<file path="config.mk">
export PLATFORM = sky130hd
export DESIGN_NAME = key_event_flat
export DESIGN_NICKNAME = d
export VERILOG_FILES = /design/src/rtl/key_event_pkg.sv /design/src/rtl/key_event_if.sv /design/src/rtl/key_hold_timer.sv /design/src/rtl/key_event.sv /design/src/flat_wrapper.sv
export SDC_FILE = /design/constraint.sdc
export NUM_CORES = 1
export LEC_CHECK = 0
export CAP_MARGIN = 20
export CORE_UTILIZATION = 57
export CTS_CLUSTER_DIAMETER = 150
export DETAILED_ROUTE_END_ITERATION = 7
export PLACE_DENSITY = 0.76
export SYNTH_ARGS = -nofsm -noshare
export SYNTH_HDL_FRONTEND = slang
export SYNTH_SLANG_ARGS = --single-unit
</file>
<file path="constraint.sdc">
create_clock -name clk -period 2.4 [get_ports clk]
set_clock_uncertainty 0.05 [all_clocks]
set_input_delay 0.6 -clock clk [delete_from_list [all_inputs] [get_ports clk]]
set_output_delay 0.6 -clock clk [all_outputs]
set_load 0.05 [all_outputs]
</file>
<file path="src/rtl/key_event_pkg.sv">
// Shared types and default timing for the key_event block: FSM state type,
// its 2-bit encoding, and default hold/repeat intervals for a 50 MHz clock.
package key_event_pkg;

  localparam logic [1:0] ST_IDLE_ENC    = 2'd0;
  localparam logic [1:0] ST_PRESSED_ENC = 2'd1;
  localparam logic [1:0] ST_HELD_ENC    = 2'd2;

  typedef enum logic [1:0] {
    IDLE    = ST_IDLE_ENC,
    PRESSED = ST_PRESSED_ENC,
    HELD    = ST_HELD_ENC
  } key_state_e;

  localparam int CLK_HZ            = 50_000_000;
  localparam int LONG_CYCLES_DEF   = CLK_HZ;       // 1 s hold for a long press
  localparam int REPEAT_CYCLES_DEF = CLK_HZ / 5;   // 200 ms between repeats
  localparam int CNT_W_DEF         = 26;

endpackage

</file>
<file path="src/rtl/key_event_if.sv">
// Key level in, single-cycle UI strobes and debug state out.
interface key_event_if;
  import key_event_pkg::*;

  // No back-pressure: every *_pulse is a one-cycle strobe the consumer must
  // take in the cycle it is high; there is no valid/ready pair on this bus.
  logic       key_in;
  logic       press_pulse;
  logic       release_pulse;
  logic       click_pulse;
  logic       long_pulse;
  logic       repeat_pulse;
  logic       held;
  key_state_e state;

  modport master (
    output key_in,
    input  press_pulse, release_pulse, click_pulse, long_pulse,
           repeat_pulse, held, state
  );

  modport slave (
    input  key_in,
    output press_pulse, release_pulse, click_pulse, long_pulse,
           repeat_pulse, held, state
  );

endinterface

</file>
<file path="src/rtl/key_hold_timer.sv">
// Up-counter with clear/enable and a terminal-count compare against a
// muxed limit; shared between the long-press and repeat intervals.
module key_hold_timer
  import key_event_pkg::*;
#(
  parameter int CNT_W = CNT_W_DEF
) (
  input  logic             clk,
  input  logic             rst,
  input  logic             clr,
  input  logic             en,
  input  logic [CNT_W-1:0] limit,
  output logic             tc
);

  logic [CNT_W-1:0] cnt;

  // The owner clears on terminal count, so the counter never wraps.
  always_ff @(posedge clk) begin
    if (rst || clr) begin
      cnt <= '0;
    end else if (en) begin
      cnt <= cnt + CNT_W'(1);
    end
  end

  assign tc = en && (cnt == limit);

endmodule

</file>
<file path="src/rtl/key_event.sv">
// Turns a debounced active-low key level into press/release/click/long/repeat
// strobes. Auto-repeat is compiled in with KEY_EVENT_AUTO_REPEAT_EN.
module key_event
  import key_event_pkg::*;
#(
  parameter int LONG_CYCLES   = LONG_CYCLES_DEF,
  parameter int REPEAT_CYCLES = REPEAT_CYCLES_DEF,
  parameter int CNT_W         = CNT_W_DEF
) (
  input  logic        clk,
  input  logic        rst,
  key_event_if.slave  bus
);

  localparam logic [CNT_W-1:0] LONG_LIM = CNT_W'(LONG_CYCLES - 1);
  localparam logic [CNT_W-1:0] REP_LIM  = CNT_W'(REPEAT_CYCLES - 1);

  key_state_e       state;
  logic             key_q;
  logic             press_q;
  logic             release_q;
  logic             click_q;
  logic             long_q;
  logic             rep_q;
  logic             held_q;

  logic             press_evt;
  logic             release_evt;
  logic             timer_en;
  logic             timer_clr;
  logic             tc;
  logic             tc_hit;
  logic [CNT_W-1:0] limit;

  always_comb begin
    press_evt   = (state == IDLE) && !bus.key_in && key_q;
    release_evt = ((state == PRESSED) || (state == HELD)) && bus.key_in;
`ifdef KEY_EVENT_AUTO_REPEAT_EN
    timer_en    = (state == PRESSED) || (state == HELD);
`else
    // Without auto-repeat the timer idles at 0 in HELD; only release matters.
    timer_en    = (state == PRESSED);
`endif
    limit       = (state == HELD) ? REP_LIM : LONG_LIM;
    // Release wins over a terminal count landing in the same cycle.
    tc_hit      = tc && !release_evt;
    timer_clr   = press_evt || release_evt || tc_hit;
  end

  key_hold_timer #(
    .CNT_W (CNT_W)
  ) u_timer (
    .clk   (clk),
    .rst   (rst),
    .clr   (timer_clr),
    .en    (timer_en),
    .limit (limit),
    .tc    (tc)
  );

  always_ff @(posedge clk) begin
    if (rst) begin
      state     <= IDLE;
      key_q     <= 1'b1;
      press_q   <= 1'b0;
      release_q <= 1'b0;
      click_q   <= 1'b0;
      long_q    <= 1'b0;
      rep_q     <= 1'b0;
      held_q    <= 1'b0;
    end else begin
      key_q     <= bus.key_in;
      press_q   <= 1'b0;
      release_q <= 1'b0;
      click_q   <= 1'b0;
      long_q    <= 1'b0;
      rep_q     <= 1'b0;
      case (state)
        IDLE: begin
          if (press_evt) begin
            state   <= PRESSED;
            press_q <= 1'b1;
          end
        end
        PRESSED: begin
          if (release_evt) begin
            state     <= IDLE;
            release_q <= 1'b1;
            click_q   <= 1'b1;
          end else if (tc_hit) begin
            state  <= HELD;
            long_q <= 1'b1;
            held_q <= 1'b1;
          end
        end
        HELD: begin
          if (release_evt) begin
            state     <= IDLE;
            release_q <= 1'b1;
            held_q    <= 1'b0;
          end else if (tc_hit) begin
            rep_q <= 1'b1;
          end
        end
        default: begin
          state  <= IDLE;
          held_q <= 1'b0;
        end
      endcase
    end
  end

  // rep_q can only set when the timer runs in HELD, i.e. with auto-repeat.
  assign bus.press_pulse   = press_q;
  assign bus.release_pulse = release_q;
  assign bus.click_pulse   = click_q;
  assign bus.long_pulse    = long_q;
  assign bus.repeat_pulse  = rep_q;
  assign bus.held          = held_q;
  assign bus.state         = state;

endmodule
</file>
<file path="src/flat_wrapper.sv">
// flat-port wrapper written by rule: the top's interface ports become plain ports
module key_event_flat import key_event_pkg::*;
#(
  parameter int LONG_CYCLES   = LONG_CYCLES_DEF,
  parameter int REPEAT_CYCLES = REPEAT_CYCLES_DEF,
  parameter int CNT_W         = CNT_W_DEF
)
  (clk, rst, bus_key_in, bus_press_pulse, bus_release_pulse, bus_click_pulse, bus_long_pulse, bus_repeat_pulse, bus_held, bus_state);
  key_event_if bus_i ();
  input  logic clk;
  input  logic rst;
  input wire logic [$bits(bus_i.key_in)-1:0] bus_key_in;
  output wire logic [$bits(bus_i.press_pulse)-1:0] bus_press_pulse;
  output wire logic [$bits(bus_i.release_pulse)-1:0] bus_release_pulse;
  output wire logic [$bits(bus_i.click_pulse)-1:0] bus_click_pulse;
  output wire logic [$bits(bus_i.long_pulse)-1:0] bus_long_pulse;
  output wire logic [$bits(bus_i.repeat_pulse)-1:0] bus_repeat_pulse;
  output wire logic [$bits(bus_i.held)-1:0] bus_held;
  output wire logic [$bits(bus_i.state)-1:0] bus_state;
  assign bus_i.key_in = bus_key_in;
  assign bus_press_pulse = bus_i.press_pulse;
  assign bus_release_pulse = bus_i.release_pulse;
  assign bus_click_pulse = bus_i.click_pulse;
  assign bus_long_pulse = bus_i.long_pulse;
  assign bus_repeat_pulse = bus_i.repeat_pulse;
  assign bus_held = bus_i.held;
  assign bus_state = bus_i.state;
  key_event #(.LONG_CYCLES(LONG_CYCLES), .REPEAT_CYCLES(REPEAT_CYCLES), .CNT_W(CNT_W)) u_core (.clk(clk), .rst(rst), .bus(bus_i));
endmodule
</file>
==> results of run 1 <==
[routing by layer]
metal | share of wire [%] | vias to the layer above | GRT usage [%]
li1 | - | 662 | -
met1 | 48 | 588 | 28.02
met2 | 47 | 23 | 37.75
met3 | 4.1 | 2 | 8.197
met4 | 0.39 | 0 | 9.167
met5 | 0 | - | 0
[placed cells by master (no fill, tap or decap), types with 2 or more instances in the layout]
cell type,n
nand3_1,6
nand2b_1,2
a21oi_1,2
nor2_1,40
dfxtp_1,35
mux2i_1,3
nor4_1,7
nor3_1,6
xor2_1,4
clkbuf_4,5
clkdlybuf4s50_1,10
ha_1,4
nand4_1,8
nor3b_1,2
nand2_1,11
xnor2_1,21
and4_1,2
and3_1,6
inv_1,5
buf_4,2
[through the flow]
step                      cell area (µm²)  worst slack, ns  total power, µW  utilization, %  hold slack, ns
after floorplan                      1607           0.2305            821.7               -          0.3901
after global placement               1745           0.1677            886.7           67.98          0.4004
after detailed placement             1745           0.1199            895.3           67.98          0.4117
after CTS                            1802           0.1787             1215           70.18          0.4323
after global routing                 1802           0.1217             1257           70.18          0.4549
final                                1802           0.2024             1206           70.18          0.4326
[report_power, final]
| group | leakage (µW) | switching [µW] | internal, µW |
|---|---|---|---|
| clock | 0.0000341 | 185 | 136 |
| sequential | 0.000283 | 15.7 | 600 |
| combinational | 0.000297 | 168 | 101 |
[flip-flops by register name (all words and copies together), names as in the netlist]
name and cells:
u_core.u_timer.cnt 26, u_core.key_q 1, u_core.bus.press_pulse 1, u_core.bus.held 1, u_core.bus.click_pulse 1, u_core.bus.long_pulse 1, u_core.bus.release_pulse 1, u_core.bus.state 2
u_core.bus.repeat_pulse 1
[final cells by class]
| class | instances | area, µm² | area share [%] |
|---|---|---|---|
| flip-flops and latches | 35 | 700.7 | 38.89 |
| clock buffers | 6 | 51.30 | 2.847 |
| clock inverters | 1 | 5.005 | 0.2778 |
| repair buffers | 13 | 135.1 | 7.500 |
| multi-input cells | 138 | 853.3 | 47.36 |
| well taps | 30 | 37.54 | 2.083 |
| inverters | 5 | 18.77 | 1.042 |
[how the worst min path moves through the flow]
stage,startpoint,to,depth (start not counted),slack [ns]
floorplan,u_core.key_q$_SDFF_PP1_,u_core.bus.press_pulse$_SDFF_PP0_,2,0.39
finish,u_core.key_q$_SDFF_PP1_,u_core.bus.press_pulse$_SDFF_PP0_,2,0.43
global placement,u_core.bus.held$_SDFFE_PP0P_,u_core.bus.held$_SDFFE_PP0P_,1,0.40
detailed placement,u_core.key_q$_SDFF_PP1_,u_core.bus.press_pulse$_SDFF_PP0_,2,0.41
global route,u_core.key_q$_SDFF_PP1_,u_core.bus.press_pulse$_SDFF_PP0_,2,0.45
CTS,u_core.key_q$_SDFF_PP1_,u_core.bus.press_pulse$_SDFF_PP0_,2,0.43
[cells by family (layout without fill, tap and decap cells)]
logic type | after synthesis | count (layout) | share of synthesized area (%)
simple gates | 98 | 98 | 30.69
xor+xnor | 25 | 25 | 13.63
compound gates | 8 | 8 | 3.817
fa+ha+maj | 4 | 4 | 3.115
buf+inv | 9 | 25 | 3.271
mux | 3 | 3 | 1.869
flops | 35 | 35 | 43.61
==> results.txt, run 1 <==
min Tclk post-route - 2.198 ns
unrepaired setup endpoints after global routing - false
drt pass-1 iters - 4
Synth Warn # - 0
CP peak stage delay - 0.83 ns
Crit Path Max Fanout - 4
Syn Inst Count - 182
Layout area overhead - 12.15%
Worst R2R Start - u_core.bus.state[1]$_SDFFE_PP0P_
Synth area leader - dfxtp_1
number of max-cap violations - 0
Post-synth EDFFs - 0
Final Cycle Share - 91.57%
total clock sinks - 35
pin count of the biggest net entering global routing - 21
Post-CTS Setup Bufs - 0
R2R Setup Slk - 0.37 ns
Buf+Inv Stages, Crit Path - 1
Finished Layout Cells - 228
RR Endpoint - u_core.u_timer.cnt[23]$_SDFFE_PP0P_
# nets final - 205
status - finished, final reports clean
Vias - 1,275
Die Y - 55.09 µm
crit path DAT - 1.55 ns
first-pass GRT wire length - 4816 µm
Synth Flop Type - dfxtp_1
achievable frequency - 455.0 MHz
CTS max path bufs - 2
CORE AREA - 2567 µm²
GPL Wtd Cong - 0.8098
crit path launch type - flip-flop
Overflow after GRT - 0
htree depth - 2
WL final - 3044 µm
Max-slew headroom - 66.08%
Leakage Power - 0.0006143 µW
Routed Antenna Nets - 0
WP depth - 1
post-synth top area share - 43.61%
cell family with most CP delay - buffers and inverters
Initial Util - 62.57%
top post-synthesis cells by count - nor2_1, dfxtp_1, xnor2_1, nand2_1, nand4_1
CTS-repair resized insts - 0
initial antenna violation count - 0
endpoints failing hold - 0
Rows - 18
worst slew pin tran - 0.5072 ns
Distinct cells, synth - 34
Area contributors post-synth - dfxtp_1, xnor2_1, nor2_1
most numerous cell in the Yosys netlist - nor2_1
quantity of I/O buffers inserted on ports - 10
WL per Instance - 13.35 µm
share of layout cells above drive strength 1 - 6.566%
Seq/Total Area, Yosys - 43.61%
vias in the first global route - 1,132
Finish-stage setup viols - 0
type of destination of the critical path - output port
Synth Cell Area - 1607 µm²
cells on worst reg2reg path - 7
CP endpoint - bus_state[0]
Setup CP Type - reg2out
FILL cells - 223
Worst-Skew Late Latency - 0.34 ns
Critical Path, Cell by Cell - clkdlybuf4s50_1
post-synthesis async set-or-reset flop share - 0%
DR vias/cell - 5.592
Pwr Density - 669.2 nW/µm²
GRT Overall Usage - 23.28%
full die area - 3035 µm²
clock root buffer - clkbuf_4
drc violations - 0
count of pins over their slew limit - 0
Slowest-stage cell, CP - clkdlybuf4s50_1
Post-Route Setup TNS - 0 ns
Syn Nets - 189
CTS tree - yes
dpl hpwl - 2256 µm
class of the worst hold path - reg2reg
CTS Hold Bufs - 0
Iter 0 DRT Violations - 21
# diodes - 0
synthesized flop and latch total - 35
worst setup path startpoint - u_core.bus.state[0]$_SDFFE_PP0P_
placed cell count - 221
Synth Area per Inst - 8.827 µm²
peak supply drop - 0.0005731 V
Num CTS Buffers - 5
clk slew on worst S/H paths - 0.09 ns
Top-Level Pins - 11
CP required - 1.75 ns
DIE WIDTH - 55.09 µm
(Power assumes the default switching activity.)
==> run 2, diff against run 1 <==
Settings changed: CTS_CLUSTER_DIAMETER 150 to unset, SKIP_CTS_REPAIR_TIMING set to 1.
==> results of run 2 <==
Same layout as run 1: the final DEF is identical, and so are final timing and power.
==> run 3, diff against run 2 <==
Settings changed: HOLD_SLACK_MARGIN set to 0.03.
==> results of run 3 <==
Same layout as run 1: the final DEF is identical, and so are final timing and power.
==> edit 1: new RTL, config.mk and constraints of run 3 <==
Add a define of `KEY_EVENT_AUTO_REPEAT_EN`.
--- a/src/rtl/key_event.sv
+++ b/src/rtl/key_event.sv
@@ -1,4 +1,6 @@
 // Turns a debounced active-low key level into press/release/click/long/repeat
 // strobes. Auto-repeat is compiled in with KEY_EVENT_AUTO_REPEAT_EN.
+`define KEY_EVENT_AUTO_REPEAT_EN
+
 module key_event
   import key_event_pkg::*;
Formal check against the unedited RTL: no difference found for any inputs over 10 cycles, from zero or initial values and one cycle with rst high; that may be too few to reach the edited logic, so the function may still have changed.
==> edit 1 against run 3 <==
  * Combinational power rose by 4%
  * Cell count increased by 1.3%
  * Routed wire length down 0.59%
  * Largest cell class unchanged
  * Sequential share of layout area decreased by 1.0 points
  * Synthesized area is 4.4% higher
  * Worst setup slack better by 0.032 ns
  * Count of clock-buffer cells in the layout grew 2
  * Via count up 0.78%
  * Design area grew 3.1%
  * Sequential cell count is the same
  * Power rose by 4.2%
  * Fmax up 1.5%
==> edit 1: results (changes against run 3) <==
The initial antenna violation count came out at 0 (unchanged). For this design, the slowest cell found on the critical path is sky130_fd_sc_hd__clkdlybuf4s50_1. The synthesis warning total came out at 0 (unchanged).

The largest single stage delay on the critical path is 0.82 ns. The level count of the clock H-tree was 2 (unchanged). The largest registers in the layout are u_core.u_timer.cnt: 26 flops, u_core.bus.state: 2 flops.

The via density per instance came out at 5.563 (-0.52%). The worst-case headroom to the max-slew limit was 65.82% (-0.26 points). The launch point of the critical path is u_core.bus.state[0]$_SDFFE_PP0P_.

By count the netlist is led by sky130_fd_sc_hd__nor2_1, sky130_fd_sc_hd__dfxtp_1, sky130_fd_sc_hd__xnor2_1. The data arrival time of the worst path is 1.52 ns (-0.03 ns). The final-layout fill cell count is 243 (+9.0%). The buffer depth of the longest clock path was 2 (unchanged). The number of violations reported at the end of detailed-routing iteration 0 came to 34 (+62%). The peak supply drop is 0.0006921 V (+21%). The global routing usage summed across all routing layers was 21.64% (-1.6 points). The count of port buffers added during placement is 10 (unchanged). The via count of the first global-routing pass is 1,162 (+2.7%). The switching part of the total power is 29.90% (-0.68 points).

By area the synthesized netlist is led by sky130_fd_sc_hd__dfxtp_1, sky130_fd_sc_hd__xnor2_1, sky130_fd_sc_hd__nor2_1, sky130_fd_sc_hd__ha_1, sky130_fd_sc_hd__nand4_1. The leakage component of the power came out at 0.6171 nW (+0.46%). The detailed-routing iteration count for the pre-antenna-repair pass came out at 4 (unchanged).

The maximum number of pins on one net before global-route repair is 27 (+29%). The clock latency of the later-clocked register in the worst-skew pair came out at 0.33 ns. The global-route wire length before repair came out at 5223 um (+8.5%).

The number of nets in the finished design came out at 206 (+0.49%). The detailed-route wire length per cell is 13.10 um (-1.9%). The net count after synthesis is 190 (+0.53%). The share of post-route cells with drive strength above 1 is 9.500% (+2.9 points).

The number of clock buffers inserted by TritonCTS is 5 (unchanged). The fraction of synthesis flops using an asynchronous set or reset pin is 0% (unchanged). The clock-pin slew of the registers on the worst-case setup and hold paths came out at 0.10 ns. Clock tree synthesis selected as its root buffer the cell sky130_fd_sc_hd__clkbuf_4. The worst setup slack after placement is 0.07591 ns (-0.04395 ns). The startpoint identified for the worst hold timing path is u_core.key_q$_SDFF_PP1_. The flow ran to the end, and the final reports show no timing, DRC or antenna violations. The sequential fraction of the synthesis area is 41.79% (-1.8 points). The largest driver fanout on the critical path was 4 (unchanged).

The final weighted congestion of routability-driven global placement was 0.8454 (+4.4%). The family of cells with the greatest summed delay on the critical path is buffers and inverters. The placed wire-length estimate was 2269 um (+0.61%). The number of antenna repair diodes came to 0 (unchanged). The number of distinct library cells after synthesis is 34 (unchanged). The worst min-delay path category is flip-flop to flip-flop. The most used flip-flop cell after synthesis is sky130_fd_sc_hd__dfxtp_1.
==> edit 1: worst paths after layout <==
kind                                         end  slack (ns)  cells past startpoint
min reg2reg    u_core.bus.press_pulse$_SDFF_PP0_        0.43                      2
max reg2reg  u_core.u_timer.cnt[13]$_SDFFE_PP0N_        0.33                      8
min            u_core.bus.press_pulse$_SDFF_PP0_        0.43                      2
max                                 bus_state[0]        0.23                      1
==> edit 1: power by group through the flow <==
stage | Combinational (W) | Clock (W) | Sequential [W]
after CTS | 0.000282 | 0.000363 | 0.000619
after detailed placement | 0.000282 | 0 | 0.000632
after floorplan | 0.000193 | 0 | 0.000673
after global placement | 0.000271 | 0 | 0.000630
after global routing | 0.000308 | 0.000388 | 0.000624
final | 0.000281 | 0.000356 | 0.000618
==> edit 1: routing by layer <==
| layer | wire length (um) | share of wire [%] | vias up | track usage (%) |
|---|---|---|---|---|
| met3 | 124 | 4.1 | 10 | 4.884 |
| met5 | 0 | 0 | - | 0 |
| li1 | - | - | 660 | - |
| met2 | 1382 | 46 | 33 | 32.99 |
| met1 | 1451 | 48 | 582 | 28.95 |
| met4 | 68 | 2.2 | 0 | 10.45 |
==> edit 1: per-stage QoR <==
stage	std cells	cell area (um2)	hold WS (ns)	total power, W
after floorplan	183	1679	0.3899	0.0008661
after global placement	223	1788	0.3987	0.0009012
after detailed placement	223	1788	0.4128	0.0009135
after CTS	231	1857	0.4327	0.001263
after global routing	231	1857	0.4627	0.001320
final	231	1857	0.4320	0.001256
==> edit 1: logic make-up (layout without fill, tap and decap cells) <==
| group | Yosys count | count (layout) | share of synthesized area (%) |
|---|---|---|---|
| adder cells (fa/ha/maj) | 4 | 4 | 2.985 |
| buffers and inverters | 9 | 26 | 4.254 |
| AO/OA/AOI/OAI | 8 | 8 | 5.598 |
| AND/OR/NAND/NOR | 99 | 99 | 30.52 |
| flip-flops | 35 | 35 | 41.79 |
| multiplexers | 3 | 3 | 1.791 |
| XOR/XNOR | 25 | 25 | 13.06 |
==> edit 1: final cells by class <==
| class | instances | area (um2) | share of cell area (%) |
|---|---|---|---|
| inverters | 5 | 18.77 | 1.011 |
| repair buffers | 13 | 122.6 | 6.604 |
| multi-input cells | 139 | 904.6 | 48.72 |
| clock buffers | 8 | 68.82 | 3.706 |
| flip-flops and latches | 35 | 703.2 | 37.87 |
| well taps | 31 | 38.79 | 2.089 |
==> edit 2: new RTL, config.mk and constraints of run 3 <==
Without the edit above. Make the reset (`rst`) asynchronous in one clocked block.
--- a/src/rtl/key_event.sv
+++ b/src/rtl/key_event.sv
@@ -59,5 +59,5 @@
   );
 
-  always_ff @(posedge clk) begin
+  always_ff @(posedge clk or posedge rst) begin
     if (rst) begin
       state     <= IDLE;
Check against the original RTL: differs if rst is asserted again (counterexample within 4 cycles, from zero or initial values and one cycle with rst high); with rst held inactive, the same outputs for 10 cycles.
==> edit 2 against run 3 <==
  * The flow now finishes with violations (DRC)
  * Cell count down 1.3%
  * Worst hold slack better by 0.020 ns
  * First-iteration DRC count grew 140%
  * Worst setup slack got worse by 0.055 ns
  * Synthesized area up 7.5%
  * Non-clock buffer count did not move
  * Design area is 7.2% higher
  * Sequential cell count unchanged
  * Routed wire length is 0.26% higher
  * Die area rose by 7.2%
Power is not compared: it rests on default switching activity, and its combinational part moved more than twofold at a synthesized area within 25%.
==> edit 2: results (changes against run 3) <==
The run finished, with violations left. The final reports fail on DRC. The via count of the first global-routing pass is 1,271 (+12%). The path class of the tightest hold or removal check is flip-flop to flip-flop. The most critical setup path has its startpoint at u_core.bus.state[1]$_DFFE_PP0P_. The fraction of met2 tracks used by global routing is 35.46% (-2.3 points). By count the netlist is led by sky130_fd_sc_hd__dfxtp_1, sky130_fd_sc_hd__nor2_1, sky130_fd_sc_hd__xnor2_1. The number of distinct library cells after synthesis is 39 (+15%).

The share of post-route cells with drive strength above 1 is 14.43% (+7.9 points). The count of port buffers added during placement is 10 (unchanged). The largest registers in the layout are u_core.u_timer.cnt: 26 flops, u_core.bus.state: 2 flops. The met3 layer usage reported by global route is 7.937% (-0.26 points).

The sequential fraction of the synthesis area is 43.26% (-0.35 points). Among all stages on the critical path, the largest delay is contributed by sky130_fd_sc_hd__clkdlybuf4s50_1. The total length of routed wires came out at 3052 um (+0.26%). The global routing usage on met1 was 28.74% (+0.72 points). The routed length on met1 came to 1426 um (-2.7%). The actual transition at the worst max-transition pin is 0.4980 ns (-0.009257 ns). The number of instances in the placed design came out at 217 (-1.8%). Sorting the synthesized cells by area gives the leading types as sky130_fd_sc_hd__dfxtp_1, sky130_fd_sc_hd__dfrtp_1, sky130_fd_sc_hd__xnor2_1, sky130_fd_sc_hd__nor2_1, sky130_fd_sc_hd__xor2_1. The placed wire-length estimate was 2240 um (-0.69%).

The number of violations reported at the end of detailed-routing iteration 0 is 51 (+140%). The average size of a mapped cell was 9.646 um2 (+9.3%). The post-layout instance count excluding filler cells came out at 225 (-1.3%). The wire length on met2 came out at 1428 um (-0.76%). The worst setup slack after placement came out at 0.1470 ns (+0.02718 ns). The length of routed met3 wiring was 151 um (+20%). The fraction of synthesis flops using an asynchronous set or reset pin is 25.71% (+26 points).

The via density per instance came to 5.760 (+3.0%). Grouping stages by cell kind, the critical path spends the most delay in buffers and inverters. The maximum number of pins on one net before global-route repair is 27 (+29%). The level count of the clock H-tree is 2 (unchanged). The data arrival time of the worst path is 1.60 ns (+0.05 ns).

The global-route wire length before repair came out at 5561 um (+15%). The number of DRC violations after detailed routing came out at 2 (+2). The area after detailed placement is 0.001863 mm2 (+6.7%). The detailed-routing iteration count for the pre-antenna-repair pass is 8 (+4). The worst hold path begins at u_core.bus.held$_DFFE_PP0P_. The number of nets in the finished design came out at 200 (-2.4%). The largest driver fanout on the critical path came out at 5 (+1). The global routing usage summed across all routing layers is 22.60% (-0.68 points). The net count after synthesis is 186 (-1.6%). The final weighted congestion of routability-driven global placement is 0.8731 (+7.8%).
-- edit 2: changes by cell type in the layout (fill, tap and decap cells not counted), moves of 6 or more --
cell	delta
sky130_fd_sc_hd__dfxtp_1	-9
sky130_fd_sc_hd__dfrtp_1	+8
sky130_fd_sc_hd__nor4_1	-6
sky130_fd_sc_hd__nor2_1	-14
-- edit 2: cell families (layout without fill, tap and decap cells) --
group | Yosys count | in the layout | share of synthesized area [%]
AND/OR/NAND/NOR | 90 | 90 | 32.25
adder cells (fa/ha/maj) | 4 | 4 | 2.899
buffers and inverters | 15 | 30 | 4.130
AO/OA/AOI/OAI | 8 | 8 | 3.624
multiplexers | 2 | 2 | 1.159
flip-flops | 35 | 35 | 43.26
XOR/XNOR | 25 | 25 | 12.68
-- edit 2: final cells by class --
class | count | area [um2]
multi-input cells | 129 | 908.4
inverters | 9 | 33.78
well taps | 31 | 38.79
fillers | 232 | 873.3
clock buffers | 8 | 68.82
repair buffers | 13 | 135.1
flip-flops and latches | 35 | 747.0
-- edit 2: report_power, final --
group | switching (W) | leakage (nW) | total, W | internal (W)
registers | 0.0000293 | 0.327 | 0.000656 | 0.000627
clock network | 0.000187 | 0.0386 | 0.000359 | 0.000172
logic | 0.000345 | 0.321 | 0.000548 | 0.000203
-- edit 2: worst paths after layout --
kind | cells past startpoint | end | slack [ns]
worst min register to register | 1 | u_core.bus.held$_DFFE_PP0P_ | 0.45
worst max register to register | 8 | u_core.bus.state[0]$_DFFE_PP0P_ | 0.33
max in group asynchronous | 2 | u_core.key_q$_DFF_PP1_ | 1.51
worst max-delay path | 1 | bus_state[1] | 0.15
worst min-delay path | 1 | u_core.bus.held$_DFFE_PP0P_ | 0.45
min in group asynchronous | 2 | u_core.bus.held$_DFFE_PP0P_ | 0.49
